--- src/rtl/matmul_loop_sequencer.sv ---
// matmul_loop_sequencer: walks (i,j,k) for D=AxB, issues address triples and read-latency-aligned MAC/D-write strobes
module matmul_loop_sequencer #(
  parameter int DIM_W  = 8,
  parameter int RD_LAT = 1
) (
  input  logic             clk,
  input  logic             rst_n,
  input  logic             start,
  input  logic [DIM_W-1:0] ci,
  input  logic [DIM_W-1:0] cj,
  input  logic [DIM_W-1:0] ck,
  input  logic             hold,
  output logic [DIM_W-1:0] si,
  output logic [DIM_W-1:0] sj,
  output logic [DIM_W-1:0] sk,
  output logic             issue_vld,
  output logic             mac_en,
  output logic             mac_clr,
  output logic             d_we,
  output logic [DIM_W-1:0] wr_i,
  output logic [DIM_W-1:0] wr_j,
  output logic             busy,
  output logic             done
);
  typedef enum logic [1:0] {IDLE, RUN, DRAIN, DONE} state_t;
  localparam logic [DIM_W-1:0] ONE = 1;
  state_t           state_q;
  logic [DIM_W-1:0] ci_q, cj_q, ck_q;
  logic [DIM_W-1:0] si_q, sj_q, sk_q, si_d, sj_d, sk_d;
  logic [RD_LAT-1:0] vld_q, first_q, last_q;
  logic [DIM_W-1:0] pi_q [RD_LAT];
  logic [DIM_W-1:0] pj_q [RD_LAT];
  logic             d_we_q;
  logic [DIM_W-1:0] wr_i_q, wr_j_q;
  logic             issue, k_end, j_end, i_end, last_trip, wr_now;
  always_comb begin
    issue     = state_q == RUN && !hold;
    k_end     = sk_q == ck_q - ONE;
    j_end     = sj_q == cj_q - ONE;
    i_end     = si_q == ci_q - ONE;
    last_trip = k_end && j_end && i_end;
    sk_d      = k_end ? '0 : sk_q + ONE;
    sj_d      = k_end ? (j_end ? '0 : sj_q + ONE) : sj_q;
    si_d      = (k_end && j_end) ? si_q + ONE : si_q;
    wr_now    = vld_q[RD_LAT-1] & last_q[RD_LAT-1];
  end
  always_ff @(posedge clk or negedge rst_n) begin
    if (!rst_n) begin
      state_q <= IDLE;
      ci_q    <= '0;
      cj_q    <= '0;
      ck_q    <= '0;
      si_q    <= '0;
      sj_q    <= '0;
      sk_q    <= '0;
    end else begin
      case (state_q)
        IDLE: if (start) begin
          ci_q    <= ci;
          cj_q    <= cj;
          ck_q    <= ck;
          state_q <= (|ci && |cj && |ck) ? RUN : DONE;
        end
        RUN: if (issue) begin
          if (last_trip) state_q <= DRAIN;
          else begin
            si_q <= si_d;
            sj_q <= sj_d;
            sk_q <= sk_d;
          end
        end
        DRAIN: if (~|vld_q) state_q <= DONE;
        default: begin
          state_q <= IDLE;
          si_q    <= '0;
          sj_q    <= '0;
          sk_q    <= '0;
        end
      endcase
    end
  end
  // first/last are qualified by issue so a stalled slot never carries a stray clear
  always_ff @(posedge clk or negedge rst_n) begin
    if (!rst_n) begin
      vld_q   <= '0;
      first_q <= '0;
      last_q  <= '0;
      for (int s = 0; s < RD_LAT; s++) begin
        pi_q[s] <= '0;
        pj_q[s] <= '0;
      end
      d_we_q <= 1'b0;
      wr_i_q <= '0;
      wr_j_q <= '0;
    end else begin
      for (int s = RD_LAT - 1; s > 0; s--) begin
        vld_q[s]   <= vld_q[s-1];
        first_q[s] <= first_q[s-1];
        last_q[s]  <= last_q[s-1];
        pi_q[s]    <= pi_q[s-1];
        pj_q[s]    <= pj_q[s-1];
      end
      vld_q[0]   <= issue;
      first_q[0] <= issue && sk_q == '0;
      last_q[0]  <= issue && k_end;
      pi_q[0]    <= si_q;
      pj_q[0]    <= sj_q;
      d_we_q     <= wr_now;
      if (wr_now) begin
        wr_i_q <= pi_q[RD_LAT-1];
        wr_j_q <= pj_q[RD_LAT-1];
      end
    end
  end
  assign si        = si_q;
  assign sj        = sj_q;
  assign sk        = sk_q;
  assign issue_vld = issue;
  assign mac_en    = vld_q[RD_LAT-1];
  assign mac_clr   = first_q[RD_LAT-1];
  assign d_we      = d_we_q;
  assign wr_i      = wr_i_q;
  assign wr_j      = wr_j_q;
  assign busy      = state_q != IDLE;
  assign done      = state_q == DONE;
endmodule

--- config.mk ---
export PLATFORM = sky130hd
export DESIGN_NAME = matmul_loop_sequencer
export DESIGN_NICKNAME = d
export VERILOG_FILES = /design/src/rtl/matmul_loop_sequencer.sv
export SDC_FILE = /design/constraint.sdc
export NUM_CORES = 1
export LEC_CHECK = 0
export CORE_ASPECT_RATIO = 0.7
export CORE_MARGIN = 5
export CORE_UTILIZATION = 28
export CTS_CLUSTER_DIAMETER = 30
export DETAILED_ROUTE_END_ITERATION = 16
export PLACE_DENSITY_LB_ADDON = 0.05
export SYNTH_ARGS = -nofsm -noshare
export SYNTH_HDL_FRONTEND = slang
export SYNTH_SLANG_ARGS = --single-unit
--- constraint.sdc ---
create_clock -name clk -period 3.6 [get_ports clk]
set_input_delay 0.54 -clock clk [delete_from_list [all_inputs] [get_ports clk]]
set_output_delay 0.54 -clock clk [all_outputs]
set_load 0.02 [all_outputs]
==> impl_metrics.json <==
{
  "cts_resized": 0,
  "initial_utilization_pct": 28.4,
  "cap_violations": 0,
  "firstDrtPassIters": 4,
  "rr_worst_depth": 9,
  "placed_cells": 710,
  "syn_avg_cell_area_um2": 11.0,
  "drc": 0,
  "r2r_end": "sk[6]",
  "synth.most_common_cell": "dfrtp_1",
  "synthTopCellsByArea": "dfrtp_1 47%, mux2_2 10%, ha_1 3.0%",
  "syn_area_um2": 4620,
  "core_um2": 16200,
  "ys_seq_area_share_pct": 46.6,
  "synth.distinct_cells": 67,
  "cts.sinks": 86,
  "critPathKind": "reg2reg",
  "required_ns": 3.86,
  "gp_congestion": 0.743,
  "p_leak_uw": 0.00243,
  "vias": 3527,
  "tightest_slew_ns": 0.780,
  "timing.final.crit_share_pct": 84.6,
  "drtIter0Drc": 223,
  "fp-row-count": 39,
  "synth-main-ff-cell": "dfrtp_1",
  "cts_setup_buffers": 0,
  "r2r_start": "ck_q[0]",
  "cts_tree": "built",
  "netlist.area_leader.share_pct": 46.6,
  "fmax_mhz": 328,
  "cp-start-kind": "flip-flop",
  "rsz0062_at_grt": "false",
  "cpMaxStageDelayCell": "o311ai_2",
  "htreeDepth": 3,
  "postCtsHoldBufs": 0,
  "async_flop_share_pct": 100,
  "fin_nets": 535,
  "power_uw": 4030,
  "slew_viol_final": 0,
  "hpwl_um": 9320,
  "crit_buf_inv": 1,
  "r2r_slack_ns": 0.55,
  "clock_path_buffers": 2,
  "crit_path_end_kind": "flip-flop",
  "skew_ns": 0.0126,
  "viasPerCell": 4.86,
  "drive_gt1_share_pct": 19.2,
  "pwr_density_cell_nw_per_um2": 682,
  "wl_per_cell_um": 17.2,
  "syn-num-nets": 457,
  "path_cells": "inv_1 > ha_1 > nor3b_2 > mux2i_1 > nor3b_1 > o311ai_2 > o41ai_4 > or4_1 > a211oi_2",
  "worstPathMaxFanout": 8,
  "fp.dieArea_um2": 19200,
  "num-fill-cells": 1573,
  "slew_headroom_pct": 47.9,
  "setup_viol": 0,
  "grt-ovfl-total": 0,
  "grt_pass1_wl_um": 20300,
  "hold_viol": 0,
  "grt_max_degree": 46,
  "area_growth_pct": 28.1,
  "postRouteAntennaNets": 0,
  "synth_top_area_cell": "dfrtp_1",
  "outcome": "completed",
  "cp_top_family": "compound AO/OA/AOI/OAI gates",
  "yosys_register_bits": 86,
  "final_cell_count_no_fill": 726,
  "synth_edf_count": 0,
  "antenna_found_initial": 0,
  "max_stage_delay_ns": 0.72,
  "grt_pass1_vias": 3602,
  "yosys_warnings": 0,
  "hp-class": "in2async",
  "synth_commonest_cells": "86 x dfrtp_1, 42 x mux2_2, 23 x nor2_1",
  "fin_crit_ns": 3.05,
  "numPortBuffers": 73,
  "cts_inserted_buffers": 9,
  "diodes": 0,
  "grt_use_total_pct": 13.3,
  "clock_latency_ns": 0.34,
  "finalWirelength_um": 12500,
  "arrival_ns": 3.31,
  "path_clk_slew_ns": 0.07,
  "peakVddDrop_v": 0.000261,
  "chipHeight_um": 117,
  "fin_tns_setup_ns": 0,
  "die_w_um": 163,
  "root_buffer": "clkbuf_16",
  "syn_inst": 418,
  "fin_hold_ws_ns": 0.189,
  "io_pins": 74
}
## worst max-delay path by stage
| stage | startpoint | end | cells after the start |
|---|---|---|---|
| after floorplan | ck_q[0] | sk[6] | 9 |
| after detailed placement | ck_q[0] | sk[6] | 9 |
| after global placement | cj_q[0] | sj[3] | 9 |
| after global routing | ck_q[0] | sk[6] | 9 |
| final | ck_q[0] | sk[6] | 9 |
| after CTS | ck_q[0] | sk[6] | 9 |
## stage by stage
step,utilization (%),area (um2),worst slack (ns)
after floorplan,-,4620,0.859
after CTS,36.4,5920,0.525
after global routing,36.4,5920,0.320
final,36.4,5920,0.553
after global placement,34.7,5630,0.621
after detailed placement,34.7,5630,0.525
## cells by family (layout without fill, tap and decap cells)
family	after synthesis	count (layout)	synth area share [%]
flops	86	86	46.6
buf+inv	36	119	3.01
xor+xnor	24	24	4.55
compound gates	79	79	14.7
mux	45	45	10.9
simple gates	137	137	17.2
fa+ha+maj	11	11	2.98
## per-layer routing
metal  GRT usage (%)  routed length [um]  vias to the layer above
met5               0                   0                        -
met4            2.72                 107                        0
met3            3.05                 568                       10
met2            19.6                5450                       79
met1            19.9                6330                     1718
li1                -                   -                     1720
## where the power goes
part	leakage, uW	internal, uW	switching (uW)
logic	0.00116	760	899
registers	0.00114	1170	317
clock network	0.000130	475	412
## area by class of cell
cell class,count,area (um2),share of cell area [%]
Clock buffer,9,225,3.81
Clock inverter,7,56.3,0.952
Inverter,21,78.8,1.33
Multi-Input combinational cell,296,2330,39.3
Sequential cell,86,2150,36.4
Tap cell,225,282,4.76
Timing Repair Buffer,82,796,13.5
## flip-flops by register name, summed over array words and instances, names as in the netlist
| name | count |
|---|---|
| d_we | 1 |
| ci_q | 8 |
| sk | 8 |
| pi_q | 8 |
| mac_clr | 1 |
| ck_q | 8 |
| wr_i | 8 |
| last_q | 1 |
| cj_q | 8 |
| state_q | 2 |
| pj_q | 8 |
| sj | 8 |
| si | 8 |
| mac_en | 1 |
| wr_j | 8 |
## layout by cell type, fill, tap and decap left out, types with 4 or more instances in the layout
cell type        count
o221ai_1             4
buf_4               10
nor4_1              10
or2_2                4
nand2_1             22
nor2b_1              6
o21ai_0             12
xnor2_1             14
nand4b_1             4
nand4_1              5
ha_1                11
o22ai_1              4
xor2_1              10
mux2_2              42
a22o_1               8
a211oi_2             4
inv_1               21
dfrtp_1             86
nor2_1              23
a21oi_1              6
nor3_1              11
o211ai_1             9
nand3_1             13
and3_1               6
clkdlybuf4s50_1     72
clkbuf_16            9
or4_1                4
or3_1                7
## worst reg2reg max path: stages (launching register included)
cell and delay, ns:
dfrtp_1 0.42, inv_1 0.07, ha_1 0.18, nor3b_2 0.29, mux2i_1 0.23, nor3b_1 0.08, o311ai_2 0.72, o41ai_4 0.24
or4_1 0.52, a211oi_2 0.22
Note: power is estimated with default switching activity, not from simulation.
